`src/rtl/sram_arbiter.sv`:
```
// ---------------------------------------------------------------------------
// sram_arbiter
//
// Two-requester round-robin arbiter in front of a single-port synchronous
// SRAM. Every access takes four cycles: IDLE (arbitrate and latch the
// command) -> ACCESS (drive the SRAM) -> CAPTURE (wait for read data) ->
// DONE (completion pulse visible) -> IDLE.
//
// Handshake: a requester raises mX_req with a stable command (write, addr,
// wdata) and holds it until it sees mX_ready high for one cycle. The command
// is latched at the granting edge, so dropping req after the grant does not
// cancel the access. Changes on req or the command outside IDLE are ignored.
//
// Ports
//   hclk, hrst            clock, asynchronous active-high reset
//   mX_req/write/addr/wdata  requester X command inputs (X = 0, 1)
//   mX_ready              registered one-cycle completion pulse
//   mX_rdata              registered read data, updated on reads only
//   sram_addr, sram_din   latched command towards the SRAM
//   sram_dout             SRAM read data, valid one clock after access edge
//   sram_en, sram_we      SRAM enable / write enable, high only in ACCESS
//   grant                 current or last owner (0 = m0, 1 = m1)
//   busy                  high in any state other than IDLE
// ---------------------------------------------------------------------------
module sram_arbiter #(
    parameter int ADDR_WIDTH = 4,
    parameter int WORD_WIDTH = 8
) (
    input  logic                  hclk,
    input  logic                  hrst,
    input  logic                  m0_req,
    input  logic                  m0_write,
    input  logic [ADDR_WIDTH-1:0] m0_addr,
    input  logic [WORD_WIDTH-1:0] m0_wdata,
    output logic                  m0_ready,
    output logic [WORD_WIDTH-1:0] m0_rdata,
    input  logic                  m1_req,
    input  logic                  m1_write,
    input  logic [ADDR_WIDTH-1:0] m1_addr,
    input  logic [WORD_WIDTH-1:0] m1_wdata,
    output logic                  m1_ready,
    output logic [WORD_WIDTH-1:0] m1_rdata,
    output logic [ADDR_WIDTH-1:0] sram_addr,
    output logic [WORD_WIDTH-1:0] sram_din,
    input  logic [WORD_WIDTH-1:0] sram_dout,
    output logic                  sram_we,
    output logic                  sram_en,
    output logic                  grant,
    output logic                  busy
);

    typedef enum logic [1:0] {
        IDLE    = 2'd0,
        ACCESS  = 2'd1,
        CAPTURE = 2'd2,
        DONE    = 2'd3
    } state_t;

    state_t state;
    state_t state_next;
    logic   cmd_write;
    logic   any_req;
    logic   pick_m1;

    // grant holds the last owner, so on a tie the other requester wins.
    // After reset grant is 1, which hands the first tie to m0.
    assign any_req = m0_req | m1_req;
    assign pick_m1 = m1_req & (~m0_req | ~grant);

    // ------------------------------------------------------------------
    // FSM state register
    // ------------------------------------------------------------------
    always_ff @(posedge hclk or posedge hrst) begin
        if (hrst) begin
            state <= IDLE;
        end else begin
            state <= state_next;
        end
    end

    // ------------------------------------------------------------------
    // FSM next state and SRAM strobes
    // ------------------------------------------------------------------
    // The strobes are decoded from the state register so that an
    // asynchronous reset removes them at once, without waiting for a clock.
    always_comb begin
        state_next = state;
        sram_en    = 1'b0;
        sram_we    = 1'b0;
        busy       = 1'b1;
        case (state)
            IDLE: begin
                busy = 1'b0;
                if (any_req) begin
                    state_next = ACCESS;
                end
            end
            ACCESS: begin
                sram_en    = 1'b1;
                sram_we    = cmd_write;
                state_next = CAPTURE;
            end
            CAPTURE: begin
                state_next = DONE;
            end
            DONE: begin
                state_next = IDLE;
            end
            default: begin
                state_next = IDLE;
            end
        endcase
    end

    // ------------------------------------------------------------------
    // Command latch, read-data capture and completion pulses
    // ------------------------------------------------------------------
    always_ff @(posedge hclk or posedge hrst) begin
        if (hrst) begin
            grant     <= 1'b1;
            cmd_write <= 1'b0;
            sram_addr <= '0;
            sram_din  <= '0;
            m0_ready  <= 1'b0;
            m1_ready  <= 1'b0;
            m0_rdata  <= '0;
            m1_rdata  <= '0;
        end else begin
            // Ready is a single-cycle pulse: cleared unless set below.
            m0_ready <= 1'b0;
            m1_ready <= 1'b0;
            case (state)
                IDLE: begin
                    if (any_req) begin
                        grant     <= pick_m1;
                        cmd_write <= pick_m1 ? m1_write : m0_write;
                        sram_addr <= pick_m1 ? m1_addr  : m0_addr;
                        sram_din  <= pick_m1 ? m1_wdata : m0_wdata;
                    end
                end
                CAPTURE: begin
                    // sram_dout is valid here, one clock after the access edge.
                    if (!cmd_write) begin
                        if (grant) begin
                            m1_rdata <= sram_dout;
                        end else begin
                            m0_rdata <= sram_dout;
                        end
                    end
                    m0_ready <= ~grant;
                    m1_ready <= grant;
                end
                default: begin
                end
            endcase
        end
    end

endmodule
```
`config.mk`:
```
export PLATFORM = sky130hd
export DESIGN_NAME = sram_arbiter
export DESIGN_NICKNAME = d
export VERILOG_FILES = /design/src/rtl/sram_arbiter.sv
export SDC_FILE = /design/constraint.sdc
export NUM_CORES = 1
export LEC_CHECK = 0
export CORE_ASPECT_RATIO = 0.75
export CORE_MARGIN = 2
export CORE_UTILIZATION = 38
export DETAILED_ROUTE_END_ITERATION = 7
export GPL_ROUTABILITY_DRIVEN = 1
export PLACE_DENSITY_LB_ADDON = 0.12
export SYNTH_ARGS = -nofsm -noshare
export SYNTH_HDL_FRONTEND = slang
export SYNTH_SLANG_ARGS = --single-unit
```
`constraint.sdc`:
```
create_clock -name hclk -period 2.1 [get_ports hclk]
set_input_delay 0.42 -clock hclk [delete_from_list [all_inputs] [get_ports hclk]]
set_output_delay 0.42 -clock hclk [all_outputs]
set_load 0.005 [all_outputs]
```
# --- Yosys cells after proc, flatten, opt, wreduce, memory -nomap -nowiden ---
# Index checks and enable logic that the tools add are counted.
word_totals:
  register_bits: 34
  output_inout_bits: 34
classes:
  n_eq_ne: 4
  n_mux: 10
  bitwise_logic: 6
  n_reduce_logical: 4
op_table:
  columns: ["op", "count"]
  rows:
  - ["$mux 8", 1]
  - ["$pmux 2 s4", 1]
  - ["$mux 1", 6]
  - ["$reduce_and 3->1", 2]
  - ["$eq 2x2->1 const B", 2]
  - ["$mux 4", 1]
  - ["$not 1->1", 3]
  - ["$eq 2x1->1 const B", 1]
  - ["$logic_not 2->1", 1]
  - ["$mux 2", 1]
  - ["$ne 2x2->1 const B", 1]
  - ["$or 1x1->1", 2]
  - ["$reduce_and 2->1", 1]
  - ["$and 1x1->1", 1]

# --- Longest topological paths before layout ---
logic_depth:
  depth_word: 4
  mapped_depth: 7
  depth_no_buf: 5

# --- Worst setup path before layout ---
# OpenSTA, ideal clock, no wires.
synth_path:
  kind: "reg-to-reg"
  start: "register state[0]"
  end: "register state[1]"
  arrival_ps: 1408
  slack_ps: 566
  path_stages_with_launch: 6
  cell_sequence: "dfrtp_1 -> inv_1 -> ha_1 -> inv_2 -> or3_1 -> mux2_4"
synth_between:
  elab_chain_cells: 2
  elab_cells_between_ends: 6
synth_lines:
  columns: ["item", "line", "rtl"]
  rows:
  - ["start: declaration", "59", "state_t state;"]
  - ["start signal: assignment", "77", "state <= state_next;"]
  - ["$eq 2x2->1, or another cell as far along", "91", "case (state)"]
  - ["$pmux 2 s4 or $ne 2x2->1 (tied branches)", null, null]
# Parallel ways exist; a longest one is shown, timed or not.
# A chain may end at the register's enable or synchronous reset.

# --- Worst setup path in the final report ---
layout_path:
  start: "register state[1]"
  end: "output sram_we"
layout_between:
  elab_chain_cells: 2
layout_lines:
  columns: ["item", "line", "rtl"]
  rows:
  - ["$eq 2x1->1", "91", null]
  - ["$mux 1", "91", null]
  - ["end: declaration", "46", "output logic sram_we,"]
# No other way between the ends.

==> flow_summary.rst <==
.. list-table::
   :header-rows: 1

   * - Metric
     - Value
   * - Endpoint of the lowest-slack register-to-register path
     - m1_rdata[0]$_DFFE_PP0P_
   * - Vias in the first global route
     - between 1000 and 1500
   * - Postcts setup bufs
     - 0
   * - Slew @ Worst Pin
     - ~0.42 ns
   * - Number of nets in the layout
     - 247
   * - CTS Sinks
     - 34
   * - Number of warnings issued by yosys
     - 0
   * - Setup slack, reg-to-reg
     - about 0.45 ns
   * - Via count
     - roughly 1200
   * - Worst-path clk slew
     - around 0.070 ns
   * - Internal power consumption
     - around 2.2 mW
   * - Die Y-Extent
     - about 58 µm
   * - Pre-Repair DR Iteration Count
     - 4
   * - Routability congestion estimate
     - roughly 0.85
   * - Fill cells
     - between 300 and 400
   * - Number of synthesized register bits
     - 34
   * - Worst-path cell chain
     - inv_1, ha_1, and2_1, clkdlybuf4s50_1
   * - Largest net degree at the start of global routing
     - 35
   * - Switching component of the power
     - 929 µW
   * - Average wire per cell in the routed design
     - roughly 13 µm
   * - Number of logic stages on the critical path including buffering
     - 4
   * - Worst reg2reg path startpoint
     - state[0]$_DFFE_PP0P_
   * - Data arrival at the endpoint of the critical path
     - about 1.6 ns
   * - Root cell of the clock tree
     - sky130_fd_sc_hd__clkbuf_8
   * - Hold Startpoint
     - m1_rdata[5]$_DFFE_PP0P_
   * - Sum of net half-perimeters after detailed placement
     - between 2000 and 3000 µm
   * - Final worst path period share
     - 0.963
   * - Worst vdd ir
     - slightly below 0.0008 V
   * - Placement Setup Slack
     - approximately 0.33 ns
   * - Final Hold Viols
     - 0
   * - Number of top-level pins
     - between 70 and 80
   * - Placed insts
     - 251
   * - TritonCTS clock tree
     - yes
   * - Clock Skew
     - about 0.0066 ns
   * - Gate count of the mapped netlist
     - about 130
   * - Max-cap viol count
     - 0
   * - Avg Synthesized Cell Area
     - 11.1 µm²
   * - Cell depth of the worst min-delay path
     - 1
   * - Critical path's largest stage delay
     - approximately 0.5 ns
   * - Hold Path End
     - m1_rdata[5]$_DFFE_PP0P_
   * - Sequential group share of total power
     - 0.375
   * - Number of antenna violations at the first check in global routing
     - 0
   * - Sum of buffers and inverters on the critical path
     - 2
   * - Standard-cell rows
     - 19
   * - Area growth, synth to finish
     - 59.5%
   * - Aggregate negative setup slack
     - 0 ns
   * - Switching share of power
     - 0.294
   * - Share of post-route cells with drive strength above 1
     - 0.159
   * - Setup WS post-layout
     - 0.0773 ns
   * - RSZ-0062 raised after global routing
     - no
   * - Final critical path time including I/O delays and setup
     - just over 2 ns
   * - Worst min-delay path category
     - reg2reg
   * - H-Tree Depth
     - 2
   * - Number of different library cells in the post-synthesis netlist
     - 20
   * - Die ar.
     - about 4300 µm²
   * - Aggregate global-route resource usage
     - 0.167
   * - Die Width
     - ~75 µm
   * - Static leakage
     - 0.976 nW
   * - Sort of element at the end of the critical path
     - output pin
   * - Kind of cell adding the most delay to the critical path
     - buffers and inverters
   * - Part of the total power dissipated in combinational logic
     - 0.471
   * - Status
     - complete, no violations
   * - Final wirelength
     - about 3400 µm
   * - CTS buffer count
     - 5
   * - Data required time at the worst endpoint
     - 1.68 ns
   * - Netlist area before placement
     - 1450 µm²
   * - Antenna Diode Count
     - 0
   * - Power density over the cells
     - between 1000 and 1500 nW/µm²
   * - Placed cell area
     - 2220 µm²
   * - Smallest hold slack
     - just over 0.5 ns
   * - Maximum buffer depth of the clock tree
     - 2
   * - Gr ovfl total
     - 0
   * - Max Slew Vio Count
     - 0
   * - Count of non-filler cells in the finished layout
     - ~260
   * - Vias per cell
     - between 4 and 5
   * - DRT iter0 DRCs
     - 38
   * - Post-route cell area
     - 2320 µm²
   * - Latest clock arrival within the worst-skew pair
     - approximately 0.28 ns
   * - Count of input and output buffers
     - between 70 and 80
   * - Initial Utilization
     - 0.397
   * - Antenna violation net count after detailed routing
     - 0
   * - Worst reg-to-reg path cell count
     - 5
   * - Max_slew headroom
     - 0.721
   * - Wire length of the first global-routing pass
     - 5420 µm
   * - FMAX
     - roughly 500 MHz
   * - Core box area
     - around 3700 µm²
   * - Critical path class
     - reg2out
   * - Worst setup SP type
     - flop
   * - Largest driver fanout on the critical path
     - 3
   * - Clock share of power
     - 0.153
   * - Net count after synthesis
     - around 170
   * - Sequential-to-total area share from yosys stat
     - 0.586
   * - Number of setup violations in the final report
     - 0
   * - Slowest stage cell, crit path
     - sky130_fd_sc_hd__clkdlybuf4s50_1
   * - DRC violation count after routing
     - 0
[cell type report]
type | count | area, µm² | share of cell area
Tap cell | 52 | 65.1 | 0.0281
Multi-Input combinational cell | 86 | 554 | 0.239
Timing Repair Buffer | 75 | 741 | 0.319
Clock buffer | 7 | 86.3 | 0.0372
Clock inverter | 1 | 5.00 | 0.00216
Inverter | 4 | 15.0 | 0.00648
Sequential cell | 34 | 852 | 0.368
[state kept, by name, indices dropped and copies added, names as in the netlist]
register,cells
m0_rdata,8
m1_ready,1
cmd_write,1
sram_din,8
m1_rdata,8
sram_addr,4
state,2
m0_ready,1
grant,1
[per-layer routing]
layer | vias up | global-route usage | wire, µm
li1 | 591 | - | -
met1 | 576 | 0.205 | 1460
met2 | 37 | 0.278 | 1680
met3 | 5 | 0.0495 | 199
met4 | 0 | 0.0602 | 42
met5 | - | 0 | 0
[stage by stage]
step | util | total power [mW]
after floorplan | - | 1.82
after global placement | 0.608 | 2.64
after detailed placement | 0.608 | 2.70
after CTS | 0.633 | 3.20
after global routing | 0.633 | 3.38
final | 0.633 | 3.16
[worst max path at each step]
stage | from | endpoint | slack, ns
3_3_place_gp | m0_req | state[1]$_DFFE_PP0P_ | 0.37
5_1_grt | state[1]$_DFFE_PP0P_ | sram_we | 0.0005
2_1_floorplan | state[0]$_DFFE_PP0P_ | state[1]$_DFFE_PP0P_ | 0.57
3_5_place_dp | m0_req | state[1]$_DFFE_PP0P_ | 0.33
6_report | state[1]$_DFFE_PP0P_ | sram_we | 0.08
4_1_cts | state[1]$_DFFE_PP0P_ | sram_we | 0.07
[cell usage after synthesis (all sizes together)]
master | instances | area share
a21bo | 1 | 0.0069
a21boi | 1 | 0.0077
a21oi | 2 | 0.0069
a31oi | 14 | 0.060
and2 | 2 | 0.0086
buf | 7 | 0.024
dfrtp | 33 | 0.57
dfstp | 1 | 0.018
ha | 3 | 0.026
inv | 4 | 0.010
mux2 | 17 | 0.13
nand2 | 26 | 0.067
nand2b | 1 | 0.0043
nor2 | 14 | 0.036
nor2b | 2 | 0.0086
nor3 | 1 | 0.0034
o21a | 1 | 0.0052
or3 | 1 | 0.0043
[cells by family after synthesis]
| group | share of synthesized area |
|---|---|
| buf+inv | 0.0344 |
| compound gates | 0.0869 |
| mux | 0.134 |
| flops | 0.586 |
| fa+ha+maj | 0.0258 |
| simple gates | 0.133 |
[timing repair]
item,CTS,global route
gates resized for setup,0,1
hold buffers,0,0
endpoints found under the setup margin,0,1
[worst reg2reg max path, delay by kind of cell (launching register included)]
family	cells	cell delay [ns]
DFF	1	0.37
buffers and inverters	1	0.07
and+or+nand+nor	2	0.49
muxes	1	0.39
adders and majority gates	1	0.22
[power groups by stage]
stage	clock, mW	sequential, mW	combinational [mW]
2_1_floorplan	0	1.20	0.618
3_3_place_gp	0	1.18	1.46
3_5_place_dp	0	1.20	1.50
4_1_cts	0.501	1.19	1.51
5_1_grt	0.525	1.23	1.63
6_report	0.484	1.18	1.49
[cell usage in the layout (no fill, tap or decap), drive strengths merged, types with 2 or more instances in the layout]
cell type / synthesis / final
nand2: 26 / 26
a21oi: 2 / 2
mux2: 17 / 17
buf: 7 / 4
inv: 4 / 4
clkdlybuf4s50: 0 / 71
nor2: 14 / 14
dfrtp: 33 / 33
a31oi: 14 / 14
clkbuf: 0 / 7
ha: 3 / 3
nor2b: 2 / 2
and2: 2 / 2
Note: power is estimated with default switching activity, not from simulation.
